### src/rtl/sync_timing_recover.sv
// Receive-side timing recovery: measures line/frame geometry from hs/vs,
// regenerates source-aligned x/y/border and reports lock once geometry is stable.
module sync_timing_recover #(
    parameter int CW          = 12,
    parameter int XRES        = 640,
    parameter int XFPORCH     = 24,
    parameter int YRES        = 480,
    parameter int YFPORCH     = 11,
    parameter int LOCK_FRAMES = 2
) (
    input  logic          fbclk,
    input  logic          rst_b,
    input  logic          hs_in,
    input  logic          vs_in,
    output logic [CW-1:0] x_out,
    output logic [CW-1:0] y_out,
    output logic          border_out,
    output logic [CW-1:0] h_total,
    output logic [CW-1:0] h_sync,
    output logic [CW-1:0] v_total,
    output logic [CW-1:0] v_sync,
    output logic          frame_start,
    output logic          locked
);

    localparam int              MW       = (LOCK_FRAMES < 2) ? 1 : $clog2(LOCK_FRAMES + 1);
    localparam logic [CW-1:0]   CNT_MAX  = {CW{1'b1}};
    localparam logic [CW-1:0]   ONE      = CW'(1);
    localparam logic [CW-1:0]   X_RELOAD = CW'(XRES + XFPORCH + 1);
    localparam logic [CW-1:0]   Y_RELOAD = CW'(YRES + YFPORCH);
    localparam logic [CW-1:0]   X_LIM    = CW'(XRES);
    localparam logic [CW-1:0]   Y_LIM    = CW'(YRES);
    localparam logic [MW-1:0]   LOCK_TGT = MW'(LOCK_FRAMES);

    // index 0 = hs, index 1 = vs
    logic [1:0] sync_in;
    logic [1:0] sync_d_reg;
    logic [1:0] sync_rise;
    logic [1:0] sync_fall;

    assign sync_in = {vs_in, hs_in};

    genvar gi;
    generate
        for (gi = 0; gi < 2; gi++) begin : g_edge
            assign sync_rise[gi] = sync_in[gi] & ~sync_d_reg[gi];
            assign sync_fall[gi] = ~sync_in[gi] & sync_d_reg[gi];
        end
    endgenerate

    logic hrise, hfall, vrise, vfall, hs_d;
    assign hrise = sync_rise[0];
    assign hfall = sync_fall[0];
    assign vrise = sync_rise[1];
    assign vfall = sync_fall[1];
    assign hs_d  = sync_d_reg[0];

    logic [CW-1:0]   hcnt_reg, hcnt_next;
    logic [CW-1:0]   hsw_reg, hsw_next;
    logic [CW-1:0]   vcnt_reg, vcnt_next;
    logic [CW-1:0]   vsw_reg, vsw_next;
    logic [CW-1:0]   h_total_reg, h_total_next;
    logic [CW-1:0]   h_sync_reg, h_sync_next;
    logic [CW-1:0]   v_total_reg, v_total_next;
    logic [CW-1:0]   v_sync_reg, v_sync_next;
    logic [CW-1:0]   x_reg, x_next;
    logic [CW-1:0]   y_reg, y_next;
    logic [MW-1:0]   match_reg, match_next;
    logic [4*CW-1:0] prev_reg, prev_next;
    logic [4*CW-1:0] snap;
    logic            locked_reg, locked_next;
    logic            frame_start_reg, frame_start_next;
    logic            line_end;

    function automatic logic [CW-1:0] sat_inc(input logic [CW-1:0] v);
        return (v == CNT_MAX) ? v : v + ONE;
    endfunction

    // Regenerated column wraps at the measured line length; hrise reload takes priority.
    assign line_end = ~hrise & (h_total_reg != '0) & (x_reg == h_total_reg - ONE);

    // vcnt is the value v_total takes on this vrise, so the snapshot sees the fresh count.
    assign snap = {h_total_reg, h_sync_reg, vcnt_reg, v_sync_reg};

    always_comb begin
        hcnt_next        = hcnt_reg;
        hsw_next         = hsw_reg;
        vcnt_next        = vcnt_reg;
        vsw_next         = vsw_reg;
        h_total_next     = h_total_reg;
        h_sync_next      = h_sync_reg;
        v_total_next     = v_total_reg;
        v_sync_next      = v_sync_reg;
        x_next           = x_reg;
        y_next           = y_reg;
        match_next       = match_reg;
        prev_next        = prev_reg;
        locked_next      = locked_reg;
        frame_start_next = vrise;

        if (hrise) begin
            hcnt_next    = '0;
            h_total_next = hcnt_reg + ONE;
        end else begin
            hcnt_next = sat_inc(hcnt_reg);
        end

        if (hrise) begin
            hsw_next = ONE;
        end else if (hs_in && hs_d) begin
            hsw_next = sat_inc(hsw_reg);
        end
        if (hfall) begin
            h_sync_next = hsw_reg;
        end

        if (vrise) begin
            v_total_next = vcnt_reg;
            vcnt_next    = hrise ? ONE : '0;
        end else if (hrise) begin
            vcnt_next = sat_inc(vcnt_reg);
        end

        if (vrise) begin
            vsw_next = hrise ? ONE : '0;
        end else if (hrise && vs_in) begin
            vsw_next = sat_inc(vsw_reg);
        end
        if (vfall) begin
            v_sync_next = vsw_reg;
        end

        if (hrise) begin
            x_next = X_RELOAD;
        end else if (line_end) begin
            x_next = '0;
        end else begin
            x_next = x_reg + ONE;
        end

        if (vrise) begin
            y_next = Y_RELOAD;
        end else if (line_end) begin
            y_next = (y_reg == v_total_reg - ONE) ? '0 : y_reg + ONE;
        end

        if (vrise) begin
            if (snap == prev_reg) begin
                match_next = (match_reg >= LOCK_TGT) ? LOCK_TGT : match_reg + MW'(1);
            end else begin
                match_next = '0;
            end
            prev_next   = snap;
            locked_next = (match_next == LOCK_TGT);
        end

        // A bad line length or a lost hs drops lock, overriding any frame match.
        if ((hrise && locked_reg && (hcnt_reg + ONE != h_total_reg)) || (hcnt_reg == CNT_MAX)) begin
            locked_next = 1'b0;
            match_next  = '0;
        end
    end

    always_ff @(posedge fbclk) begin
        if (!rst_b) begin
            sync_d_reg      <= '0;
            hcnt_reg        <= '0;
            hsw_reg         <= '0;
            vcnt_reg        <= '0;
            vsw_reg         <= '0;
            h_total_reg     <= '0;
            h_sync_reg      <= '0;
            v_total_reg     <= '0;
            v_sync_reg      <= '0;
            x_reg           <= '0;
            y_reg           <= '0;
            match_reg       <= '0;
            prev_reg        <= '0;
            locked_reg      <= 1'b0;
            frame_start_reg <= 1'b0;
        end else begin
            sync_d_reg      <= sync_in;
            hcnt_reg        <= hcnt_next;
            hsw_reg         <= hsw_next;
            vcnt_reg        <= vcnt_next;
            vsw_reg         <= vsw_next;
            h_total_reg     <= h_total_next;
            h_sync_reg      <= h_sync_next;
            v_total_reg     <= v_total_next;
            v_sync_reg      <= v_sync_next;
            x_reg           <= x_next;
            y_reg           <= y_next;
            match_reg       <= match_next;
            prev_reg        <= prev_next;
            locked_reg      <= locked_next;
            frame_start_reg <= frame_start_next;
        end
    end

    assign x_out       = x_reg;
    assign y_out       = y_reg;
    assign border_out  = (x_reg >= X_LIM) || (y_reg >= Y_LIM);
    assign h_total     = h_total_reg;
    assign h_sync      = h_sync_reg;
    assign v_total     = v_total_reg;
    assign v_sync      = v_sync_reg;
    assign frame_start = frame_start_reg;
    assign locked      = locked_reg;

endmodule
### config.mk
export PLATFORM = sky130hd
export DESIGN_NAME = sync_timing_recover
export DESIGN_NICKNAME = d
export VERILOG_FILES = /design/src/rtl/sync_timing_recover.sv
export SDC_FILE = /design/constraint.sdc
export NUM_CORES = 1
export LEC_CHECK = 0
export CORE_AREA = 2 2 157 159
export DETAILED_ROUTE_END_ITERATION = 12
export DIE_AREA = 0 0 159 161
export SYNTH_ARGS = -nofsm -noshare
export SYNTH_HDL_FRONTEND = slang
export SYNTH_SLANG_ARGS = --single-unit
### constraint.sdc
create_clock -name fbclk -period 7.1 [get_ports fbclk]
set_clock_uncertainty 0.05 [all_clocks]
set_input_delay 0.71 -clock fbclk [delete_from_list [all_inputs] [get_ports fbclk]]
set_output_delay 0.71 -clock fbclk [all_outputs]
set_load 0.02 [all_outputs]
=== Yosys cells after proc, flatten, opt, wreduce, memory -nomap -nowiden ===
Cells that the tools add are included.

* Register bits: 174
* Input port bits: 4
* Output and inout bits: 75
* Logic and storage cells: 92

* $add $sub $neg: 9
* Order comparisons: 3
* Equality and inequality tests: 12
* Multiplexer cells: 18
* Bitwise logic cells: 13
* Reductions and logical operators: 19

{| class="wikitable"
|+ Operators with widths
! kind !! number
|-
| two-way mux 12 bit || 7
|-
| adder 12 x 1 -> 12 bit (second input constant) || 6
|-
| == test 12 bit (second input constant) || 4
|-
| == test 48 bit || 1
|-
| == test 12 bit || 2
|-
| subtractor 12 x 1 -> 12 bit (second input constant) || 2
|-
| two-way mux 10 bit || 2
|-
| two-way mux 9 bit || 2
|-
| >= comparator 12 x 10 -> 1 bit (second input constant) || 1
|-
| >= comparator 12 x 9 -> 1 bit (second input constant) || 1
|-
| inequality test 12 bit || 1
|-
| nonzero test 12 bit || 1
|-
| AND reduction 2 bit || 4
|-
| nonzero test 2 bit || 4
|-
| inverter 1 bit || 7
|-
| AND 1 bit || 6
|-
| two-way mux 2 bit || 3
|-
| inequality test 2 bit (second input constant) || 3
|-
| OR reduction 2 bit || 3
|-
| logical AND 1 bit || 4
|-
| two-way mux 1 bit || 4
|-
| OR reduction 3 bit || 1
|-
| adder 2 x 1 -> 2 bit (second input constant) || 1
|-
| == test 2 bit (second input constant) || 1
|-
| 2 further kinds || 3
|}

=== Longest topological paths before layout ===
* Depth in word-level cells: 7
* Depth in mapped cells: 13
* Depth with buffers taken out: 10

=== Least setup slack after synthesis ===
Ideal clock, no wire load.

* Path type: flip-flop to flip-flop
* From: register v_total_reg[0] (netlist: v_total[0])
* To: register y_reg[3] (netlist: y_out[3])
* Setup time: 0.122 ns
* Data arrival time: 2.743 ns
* Required time: 6.928 ns
* Setup slack: 4.185 ns
* Stages on the path, launching flop included: 13
* Path buffers: 2
* Clock period less this slack: 2.915 ns
* Cells stage by stage: dfxtp_1 clkbuf_1 inv_1 ha_1 clkbuf_1 and2b_1 o31a_1 a2111oi_0 o211ai_1 and4bb_4 nor2b_4 nor4b_1 a311o_1

* Longest elaborated chain between the ends: 5

{| class="wikitable"
|+ Ends and longest elaborated chain
! what !! RTL line !! RTL
|-
| from (decl) || 64 || <nowiki>logic [CW-1:0] v_total_reg, v_total_next;</nowiki>
|-
| from (signal assigned) || 189 || <nowiki>v_total_reg <= v_total_next;</nowiki>
|-
| subtractor 12 x 1 -> 12 bit || 144 || <nowiki>y_next = (y_reg == v_total_reg - ONE) ? '0 : y_reg + ONE;</nowiki>
|-
| == test 12 bit || 144 ||
|-
| two-way mux 12 bit || 144 ||
|-
| two-way mux 9 bit || 143 || <nowiki>end else if (line_end) begin</nowiki>
|-
| two-way mux 9 bit || 141 || <nowiki>if (vrise) begin</nowiki>
|-
| to (signal assigned) || 192 || <nowiki>y_reg <= y_next;</nowiki>
|-
| to (decl) || 67 || <nowiki>logic [CW-1:0] y_reg, y_next;</nowiki>
|}

No other way between the ends. The select of a mux whose other input is x is not followed.
A chain may end at the register's enable or synchronous reset.

=== Final worst setup path ===
* From: register h_total_reg[0] (netlist: h_total[0])
* To: register y_reg[3] (netlist: y_out[3])

* Longest elaborated chain between the ends: 4
* Elaborated cells on any way between the ends: 6
* Classes of those cells: add/sub: 1; eq/ne: 1; bitwise: 2; reduce/logical: 2

{| class="wikitable"
|+ Ends and longest elaborated chain
! what !! RTL line !! RTL
|-
| from (decl) || 62 || <nowiki>logic [CW-1:0] h_total_reg, h_total_next;</nowiki>
|-
| from (signal assigned) || 187 || <nowiki>h_total_reg <= h_total_next;</nowiki>
|-
| subtractor 12 x 1 -> 12 bit / nonzero test 12 bit (equally long branches) || 80 || <nowiki>assign line_end = ~hrise & (h_total_reg != '0) & (x_reg == h_total_reg - ONE);</nowiki>
|-
| == test 12 bit / AND 1 bit (equally long branches) || 80 ||
|-
| AND 1 bit * || 80 ||
|-
| nonzero test 2 bit (no source line) * || n/a ||
|}

Mark *: on every way between the ends. The rest lies on a longest branch, timed or not.

==> out/qor.yml <==
crit_required_ps: 7420
cts_max_path_buffers: 2
fp.dieH_um: 161
crit_type: "register to register"
syn_avg_cell_area_um2: 8.00
syn_area_um2: 8210
cts_tree: "built"
p_per_area_nw_per_um2: 215
first_pass_iters: 5
drtIter0Drc: 518
drcViolationCount: 0
maxCapViolations: 0
most-common-layout-cells: "nand2_1, dfxtp_1, a21oi_1, xor2_1, nor2_1"
dp_hpwl_um: 14400
min_from: "prev_reg[31]"
area_delta_synth_final_pct: 17.6
start_util: 0.343
syn_nets: 1041
routedWlPerCell_um: 15.0
r2r-end: "y_out[3]"
yosysSeqAreaShare: 0.395
io_pins: 79
period_share: 0.431
post_cts_resized: 0
reg2regPathDepth: 11
finalPower_mw: 2.08
seq_area_um2: 3240
multi_input_area_um2: 4550
hold_depth: 2
crit_fanout: 20
fill_cells: 2461
tightest_slew_ps: 990
fin_nets: 1065
arrival_ps: 3380
synth_cells: 1027
rsz0062_at_grt: "false"
cp-start-kind: "register"
final_area_um2: 9660
final_common_cell: "nand2_1"
place_congestion: 0.822
fin_hold_ws_ps: 417
largest_reg_flops: 37
cts_hold_buf: 0
port_buffers: 78
cp_slowest_cell: "dfxtp_1"
ant_nets: 0
min_delay_worst_endpoint: "prev_reg[31]"
rr_startpoint: "h_total[0]"
slew_viol_final: 0
status: "finished, final reports clean"
setup_viol: 0
placeableCoreArea_um2: 24000
hold_viol_final: 0
htreeDepth: 4
rrSetupSlack_ps: 4040
p_leak_nw: 3.56
fmax_ghz: 0.327
relSlewSlack: 0.340
synth-seq-cells: 162
antennaDiodeCount: 0
grt_pass1_vias: 6356
cts_setup_buffers: 0
hp-class: "register to register"
tns_ps: 0
vias: 6908
cts_sinks: 162
die_x_um: 159
cts_buffers: 17
clk_latency_ps: 430
path_clk_slew_ps: 60
grt_pass1_wl_um: 33500
synth_edf_count: 0
irDropWorstVdd_mv: 0.164
ys_warn_count: 0
grt_max_degree: 92
slowest_delay_ps: 460
synth_flop_cell: "dfxtp_1"
core.rowCount: 57
die_area_um2: 25600
placed_cell_area_um2: 9080
path_cells: "inv_1, ha_1, nand2b_1, or3_1, o32a_1, a22o_1, nor4b_2, buf_4, nor2b_4, nor4b_1, a311o_1"
track_usage: 0.161
via_per_inst: 4.98
root_buffer: "clkbuf_16"
drt_wl_total_um: 20900
drive_above_1_share: 0.0499
yosysUniqueCellTypes: 62
cp-end-kind: "register"
grt_overflow: 0
synth-async-reset-ratio: 0
antenna_found_initial: 0
fin_crit_ps: 3060
-- per-stage QoR --
stage | utilization | setup slack [ps] | cells
floorplan | - | 4190 | 1027
global placement | 0.379 | 3850 | 1356
detailed placement | 0.379 | 3770 | 1356
CTS | 0.403 | 4040 | 1387
global route | 0.403 | 3840 | 1387
finish | 0.403 | 4040 | 1387
-- synthesized netlist by cell type (all sizes together) (4+ instances only) --
cell type / number / share of area
xor2: 97 / 0.10
or3: 8 / 0.0061
a21oi: 97 / 0.059
nor3: 16 / 0.012
inv: 17 / 0.0078
a21boi: 5 / 0.0046
nand3: 41 / 0.025
clkbuf: 48 / 0.022
mux2i: 5 / 0.0061
nor4: 24 / 0.020
nand2: 186 / 0.085
nand2b: 7 / 0.0053
nand4: 26 / 0.020
and3: 9 / 0.0069
buf: 31 / 0.023
or2: 4 / 0.0030
xnor2: 44 / 0.047
ha: 10 / 0.015
nor2b: 12 / 0.010
and2: 6 / 0.0046
o21ai: 17 / 0.010
dfxtp: 162 / 0.39
o211ai: 5 / 0.0046
nor2: 90 / 0.041
and4: 4 / 0.0043
o21a: 7 / 0.0064
a211oi: 12 / 0.011
-- worst max-delay path, delay by kind of cell, from the launching register on --
| kind | cells | cell delay, ps |
|---|---|---|
| fa+ha+maj | 1 | 210 |
| simple gates | 5 | 1180 |
| compound gates | 3 | 720 |
| buf+inv | 2 | 390 |
| flops | 1 | 460 |
-- kinds of logic after synthesis --
group | Yosys count | share of synthesized area
and+or+nand+nor | 450 | 0.262
xor gates and xnor gates | 142 | 0.153
buffers and inverters | 96 | 0.0532
AOI/OAI and AO/OA | 162 | 0.115
DFF | 162 | 0.395
adders and majority gates | 10 | 0.0152
muxes | 5 | 0.00609
-- worst max-delay path by stage --
| stage | cells past startpoint | from | slack (ps) | to |
|---|---|---|---|---|
| 6_report | 11 | h_total[0] | 4040 | y_out[3] |
| 5_1_grt | 11 | h_total[0] | 3840 | y_out[3] |
| 4_1_cts | 11 | h_total[0] | 4040 | y_out[3] |
| 3_5_place_dp | 10 | hs_in | 3770 | y_out[3] |
| 3_3_place_gp | 10 | hs_in | 3850 | y_out[3] |
| 2_1_floorplan | 12 | v_total[0] | 4190 | y_out[3] |
-- routing by layer --
| metal | wire length [um] | track usage | part of all wire |
|---|---|---|---|
| met4 | 306 | 0.0525 | 0.015 |
| met3 | 886 | 0.0321 | 0.042 |
| met2 | 9740 | 0.265 | 0.47 |
| met5 | 0 | 0 | 0 |
| met1 | 9930 | 0.212 | 0.48 |
-- layout make-up --
class | count | area share
Sequential cell | 162 | 0.336
Tap cell | 324 | 0.0420
Multi-Input combinational cell | 769 | 0.470
Inverter | 17 | 0.00660
Timing Repair Buffer | 84 | 0.0855
Clock inverter | 11 | 0.0136
Clock buffer | 20 | 0.0462
-- power breakdown --
group / switching, mW / internal (mW) / leakage (nW) / total, mW
Combinational: 0.117 / 0.0859 / 1.98 / 0.203
Sequential: 0.0408 / 0.926 / 1.31 / 0.967
Clock: 0.379 / 0.528 / 0.273 / 0.907
Power figures use the tool's default switching activity.
